<file path="config.mk">
export PLATFORM = sky130hd
export DESIGN_NAME = aes_block_serializer
export DESIGN_NICKNAME = d
export VERILOG_FILES = /design/src/rtl/aes_pkg.sv /design/src/rtl/aes_block_serializer.sv
export SDC_FILE = /design/constraint.sdc
export NUM_CORES = 1
export LEC_CHECK = 0
export CAP_MARGIN = 30
export CORE_ASPECT_RATIO = 1.1
export CORE_MARGIN = 4
export CORE_UTILIZATION = 54
export CTS_CLUSTER_SIZE = 16
export DETAILED_ROUTE_END_ITERATION = 12
export PLACE_DENSITY_LB_ADDON = 0.15
export SYNTH_ARGS = -nofsm -noshare
export SYNTH_HDL_FRONTEND = slang
export SYNTH_SLANG_ARGS = --single-unit
</file>
<file path="constraint.sdc">
create_clock -name clk -period 8.5 [get_ports clk]
set_clock_uncertainty 0.05 [all_clocks]
set_input_delay 0.85 -clock clk [delete_from_list [all_inputs] [get_ports clk]]
set_output_delay 0.85 -clock clk [all_outputs]
set_load 0.1 [all_outputs]
</file>
<file path="src/rtl/aes_pkg.sv">
// aes_pkg: shared AES block width, serializer state encoding and keep helper
package aes_pkg;
  localparam int AES_BLK_W = 128;
  typedef enum logic [1:0] {IDLE, LOAD, EMIT} state_t;
  // Byte enables for a word holding min(rem,bpw) bytes; first byte sits in the top bit.
  function automatic logic [7:0] keep_from_rem(input logic [31:0] rem, input int bpw);
    keep_from_rem = '0;
    for (int j = 0; j < 8; j++)
      if (j < bpw && 32'(j) < rem) keep_from_rem[3'(bpw - 1 - j)] = 1'b1;
  endfunction
endpackage

</file>
<file path="src/rtl/aes_block_serializer.sv">
// aes_block_serializer: serialises 128-bit AES blocks into a keep/last word stream
module aes_block_serializer
  import aes_pkg::*;
#(
  parameter int WORD_W = 32,
  parameter int LEN_W  = 16
) (
  input  logic                  clk,
  input  logic                  rst,
  input  logic                  cfg_valid,
  output logic                  cfg_ready,
  input  logic [LEN_W-1:0]      cfg_len,
  input  logic                  blk_valid,
  output logic                  blk_ready,
  input  logic [AES_BLK_W-1:0]  blk_data,
  output logic                  word_valid,
  input  logic                  word_ready,
  output logic [WORD_W-1:0]     word_data,
  output logic [WORD_W/8-1:0]   word_keep,
  output logic                  word_last,
  output logic                  busy,
  output logic                  done
);
  localparam int BPW  = WORD_W / 8;
  localparam int WPB  = AES_BLK_W / WORD_W;
  localparam int WI_W = $clog2(WPB);
  state_t               state;
  logic [LEN_W-1:0]     rem;
  logic [AES_BLK_W-1:0] hold;
  logic [WI_W-1:0]      widx;
  logic                 emit, blk_end;
  always_comb begin
    emit       = state == EMIT;
    cfg_ready  = state == IDLE;
    busy       = !cfg_ready;
    word_valid = emit;
    word_last  = emit && rem <= LEN_W'(BPW);
    word_keep  = emit ? BPW'(keep_from_rem(32'(rem), BPW)) : '0;
    word_data  = emit ? WORD_W'(hold >> (WORD_W * (WPB - 1 - int'(widx)))) : '0;
    // Accepting the next block as the last word of this one leaves keeps the stream gapless.
    blk_end    = emit && word_ready && !word_last && widx == WI_W'(WPB - 1);
    blk_ready  = state == LOAD || blk_end;
  end
  always_ff @(posedge clk) begin
    if (rst) begin
      state <= IDLE;
      rem   <= '0;
      hold  <= '0;
      widx  <= '0;
      done  <= 1'b0;
    end else begin
      done <= (cfg_valid && cfg_ready && cfg_len == '0) || (word_valid && word_ready && word_last);
      if (cfg_valid && cfg_ready && cfg_len != '0) begin
        rem   <= cfg_len;
        state <= LOAD;
      end
      if (state == LOAD && blk_valid) begin
        hold  <= blk_data;
        widx  <= '0;
        state <= EMIT;
      end
      if (emit && word_ready) begin
        rem  <= rem - (word_last ? rem : LEN_W'(BPW));
        widx <= widx + 1'b1;
        if (word_last) state <= IDLE;
        else if (widx == WI_W'(WPB - 1)) begin
          if (blk_valid) begin
            hold <= blk_data;
            widx <= '0;
          end else state <= LOAD;
        end
      end
    end
  end
endmodule

</file>
After elaboration in Yosys (flattened, before gate mapping):

Cells that the tools add are included.

* output and inout port bits: 42
* flip-flop bits (word level): 149
* word-level logic and storage cells: 60
* input bits: 149

* equal/unequal tests: 3
* reduce and logical (&&, ||, !) cells: 18
* multiplexer cells: 25
* add/sub/neg operators: 3
* $lt $le $gt $ge: 5
* shift-type cells: 1

Operator list (count)
* 2-to-1 mux 128 bit: 5
* right shift 128 x 32 -> 32 bit: 1
* 2-to-1 mux 16 bit: 3
* less-than comparator 1 x 16 -> 1 bit, first input constant: 2
* less-than comparator 2 x 16 -> 1 bit, first input constant: 2
* 2-to-1 mux 32 bit: 1
* 2-to-1 mux 2 bit: 11
* less-or-equal comparator 16 x 3 -> 1 bit, second input constant: 1
* logical NOT 16 bit: 1
* nonzero test 16 bit: 1
* subtractor 16 bit: 1
* logical AND 1 bit: 9
* equality test 2 bit, second input constant: 2
* 2-to-1 mux 1 bit: 4
* 2-to-1 mux 4 bit: 1
* nonzero test 2 bit: 2
* subtractor 2 x 2 -> 3 bit, first input constant: 1
* adder 2 x 1 -> 2 bit, second input constant: 1
* equality test 2 x 1 -> 1 bit, second input constant: 1
* logical NOT 1 bit: 2
* logical NOT 2 bit: 1
* logical OR 1 bit: 2

Depth between registers and ports, before layout:

* word-level depth: 9
* depth in mapped cells: 10
* depth with buffers taken out: 9

Least setup slack after synthesis:

No wires, ideal clock.

* path kind: register to output
* start point: register rem[8]
* end point: output blk_ready
* path slack: 3.816 ns
* arrival time: 3.784 ns
* required time: 7.600 ns
* path buffers: 0
* cell stages (with the launch flop): 5
* cell sequence: dfxtp_1 > or3_1 > or4_1 > nor4_4 > o22ai_1

* cells in the longest elaborated chain, start to end: 6

Ends and longest elaborated chain
* from (decl): RTL line aes_block_serializer.sv:28 `logic [LEN_W-1:0] rem;`
* from (signal assigned): RTL line aes_block_serializer.sv:54 `rem <= cfg_len;`
* from (signal assigned): RTL line aes_block_serializer.sv:63 `rem <= rem - (word_last ? rem : LEN_W'(BPW));`
* less-or-equal comparator 16 x 3 -> 1 bit: RTL line aes_block_serializer.sv:37 `word_last = emit && rem <= LEN_W'(BPW);`
* logical AND 1 bit: RTL line aes_block_serializer.sv:37
* net word_last: RTL line aes_block_serializer.sv:20 `output logic word_last,`
* logical NOT 1 bit: RTL line aes_block_serializer.sv:41 `blk_end = emit && word_ready && !word_last && widx == WI_W'(WPB - 1);`
* logical AND 1 bit (2 in series): RTL line aes_block_serializer.sv:41
* logical OR 1 bit: RTL line aes_block_serializer.sv:42 `blk_ready = state == LOAD || blk_end;`
* to (decl): RTL line aes_block_serializer.sv:14 `output logic blk_ready,`

The timed path passes the listed nets, and every way through them passes these cells.

Final worst setup path:

* start point: register rem[8]
* end point: output word_last

* cells in the longest elaborated chain, start to end: 2

Ends and longest elaborated chain (RTL line)
* less-or-equal comparator 16 x 3 -> 1 bit: aes_block_serializer.sv:37
* logical AND 1 bit: aes_block_serializer.sv:37
* to (decl): aes_block_serializer.sv:20

No other way between the ends.

==> summary.md <==
| Metric | Value |
|---|---|
| DR WL/cell | ~17 um |
| RSZ-0062 raised after global routing | false |
| Vias | between 6000 and 7000 |
| Total clock sinks | about 150 |
| # resized after CTS | 0 |
| Initial antenna violation count | 0 |
| Tmin final | approximately 4.5 ns |
| Slowest cell on crit path | clkdlybuf4s50_1 |
| Hold Fails Final Rpt | 0 |
| Critical path arrival | 3.57 ns |
| Syn. warnings | 0 |
| Top cell type's share of synthesized area | between 30% and 40% |
| Register area share after synthesis | between 30% and 40% |
| Worst setup endpoint | word_last |
| Avg Cell Area, Syn | about 9.5 um2 |
| Setup crit start | rem[8]$_SDFFE_PP0P_ |
| Count of different cell masters after synthesis | 56 |
| Total GRT Usage | about a quarter |
| Mapped Area | just under 8000 um2 |
| Area Overhead vs Synth | 28.82% |
| Worst reg2reg path endpoint | rem[14]$_SDFFE_PP0P_ |
| Status | complete, no violations |
| Placeable Area | between 10000 and 15000 um2 |
| Detailed-placement wirelength estimate | 13140 um |
| Leakage power total | 3.226 nW |
| Number of CTS-inserted buffers | 17 |
| Critical path cell sequence | or3_1 -> or4_1 -> nor4_4 -> clkdlybuf4s50_1 |
| Total grt overflow | 0 |
| Final worst slack | approximately 4.0 ns |
| Worst-case vdd ir drop | approximately 0.00015 V |
| CP startpoint kind | flop |
| Post-place setup slack | 4.369 ns |
| Die Height | approximately 130 um |
| P per Cell Area | roughly 190 nW/um2 |
| Critical Path End Type | output pin |
| Antenna cells | 0 |
| Max FO, Critical Path | 9 |
| Worst Tran Pin Value | approximately 1 ns |
| Max Buffers Root-to-Sink | 2 |
| # IOs | between 150 and 200 |
| Ratio of cells with drive above 1 in the final layout | between 20 and 30% |
| Skew-Pair Late Insertion Delay | roughly 0.42 ns |
| Buf/Inv on CP | 1 |
| TNS Setup | 0 ns |
| Hold Buf Count CTS | 0 |
| Largest net degree at the start of global routing | a little over 80 |
| Gpl congestion | between 0.8 and 0.9 |
| #FFs+latches synth | about 150 |
| DRT Pass-1 Iters | 6 |
| Postcts setup bufs | 0 |
| Required time at the worst-slack endpoint | 7.60 ns |
| Drt via density | approximately 5.5 |
| Initial drt markers | about 480 |
| Die ar. | roughly 16000 um2 |
| Post-synth EDFFs | 0 |
| H-tree levels | 4 |
| Rows | 45 |
| Post-Layout Cell Count | ~1200 |
| Top_reg_cell synth | dfxtp_1 |
| Initial Util | approximately 55% |
| Fmax | 223.8 MHz |
| Start of the worst register-to-register path | rem[8]$_SDFFE_PP0P_ |
| Family with the most delay on the worst path | simple AND/OR/NAND/NOR gates |
| # DRC | 0 |
| IO buf count | 190 |
| Fin crit share | between 50% and 60% |
| Reg2Reg Setup Slack | approximately 4.6 ns |
| Max-slew violation count | 0 |
| Max cap viols | 0 |
| Synth async-reset ratio | 0% |
| Placed cell count | 1127 |
| Stages on worst setup path | 4 |
| Vias in the first global route | 6421 |
| Root Buffer | clkbuf_16 |
| Syn_nets | between 900 and 1000 |
| Critical path class | reg2out |
| Reg2Reg Depth | 9 |
| CP max stage delay | 1.24 ns |
| Hold crit path type | reg2reg |
| Clk pin slew, worst setup/hold paths | around 0.060 ns |
| Final setup viols | 0 |
| NumNets Final | approximately 1100 |
| Syn Inst Count | roughly 810 |
| Overall routed net length | 19300 um |
| Relative slew slack | a little under a third |
| Antenna-violating nets left | 0 |
| Die X | around 120 um |
| Post-synth top area cell | dfxtp_1 |
| Synth area leaders | dfxtp_1, a21oi_2, mux4_2 |
| First-pass GRT wire length | 31110 um |
| CTS tree | done |
## routing by layer
layer	global-route usage (%)	part of all wire [%]	wire, um
met5	0	0	0
met4	7.846	1.7	324
met3	5.350	6.3	1211
met2	39.59	50	9581
met1	30.18	42	8186
## cell usage after synthesis, types with 2 or more instances
cell / n
nand3_1: 11
nor2_1: 10
nor4_1: 8
o21a_1: 2
buf_6: 7
o211ai_1: 5
clkbuf_1: 18
nor3_1: 4
ha_1: 2
dlygate4sd3_1: 2
or3_1: 5
clkbuf_8: 18
o311ai_0: 3
dfxtp_1: 149
nand2_2: 94
mux4_2: 32
buf_2: 5
inv_1: 5
or4_1: 6
a211o_1: 3
buf_12: 11
and2_1: 34
nand2_1: 178
o22ai_1: 2
a21oi_2: 100
nand2b_1: 4
a21oi_1: 44
or4_2: 2
nor2b_1: 2
a31oi_1: 8
buf_1: 3
a22oi_1: 3
mux2i_1: 2
o21ai_0: 3
## cell families after synthesis
logic type	share of synthesized area, %
flip-flops	38.76
adder cells (fa/ha/maj)	0.3251
AND/OR/NAND/NOR	24.22
buffers and inverters	9.023
AO/OA/AOI/OAI	18.00
multiplexers	9.624
other	0.04873
## cell type report
type                       instances  area, um2
sequential                       149       2985
clock buffer                      18      439.2
clock inverter                    13      206.4
timing repair buffer             198       1996
inverter                           5      18.77
tap                              188      235.2
fill                            1080       3993
multi-input combinational        588       4034
## stage by stage
stage               hold WS (ns)  power, W  utilization [%]  instance area (um2)
finish                    0.4021  0.001909            71.29                 9915
global route              0.4198  0.001980            71.29                 9915
CTS                       0.4060  0.001920            71.15                 9894
detailed placement        0.3970  0.001105            66.50                 9249
global placement          0.3892  0.001096            66.31                 9221
floorplan                 0.3831  0.001008                -                 7696
## power breakdown
| part | internal, W | switching [W] |
|---|---|---|
| registers | 0.000734 | 0.0000299 |
| clock network | 0.000526 | 0.000289 |
| logic | 0.000140 | 0.000188 |
## worst reg2reg max path: stages, from the launching register on
cell and delay (ns):
dfxtp_1 0.37, or4_1 0.72, or4_4 0.62, o21ai_0 0.19
ha_1 0.29, or4b_2 0.60, nor4_1 0.33, nor3_1 0.18
a211o_1 0.32, a21oi_1 0.12
## how the worst min path moves through the flow
stage / end / cells past startpoint / from / slack (ns)
2_1_floorplan: flop / 2 / flop / 0.38
3_3_place_gp: flop / 2 / flop / 0.39
3_5_place_dp: flop / 2 / flop / 0.40
4_1_cts: flop / 2 / flop / 0.41
5_1_grt: flop / 2 / flop / 0.42
6_report: flop / 2 / flop / 0.40
## placed cells by master (no fill, tap or decap), drive strengths merged, types with 4 or more instances in the layout
cell / n
nor4: 9
dfxtp: 149
o211ai: 5
clkbuf: 18
clkdlybuf4s50: 189
nor3: 4
nand2: 272
nand2b: 4
or4: 9
mux4: 32
nand3: 11
bufinv: 5
a211o: 4
and2: 34
nor2: 10
a21oi: 144
or3: 6
inv: 5
a31oi: 8
buf: 9
clkinv: 6
Power figures use the tool's default switching activity.
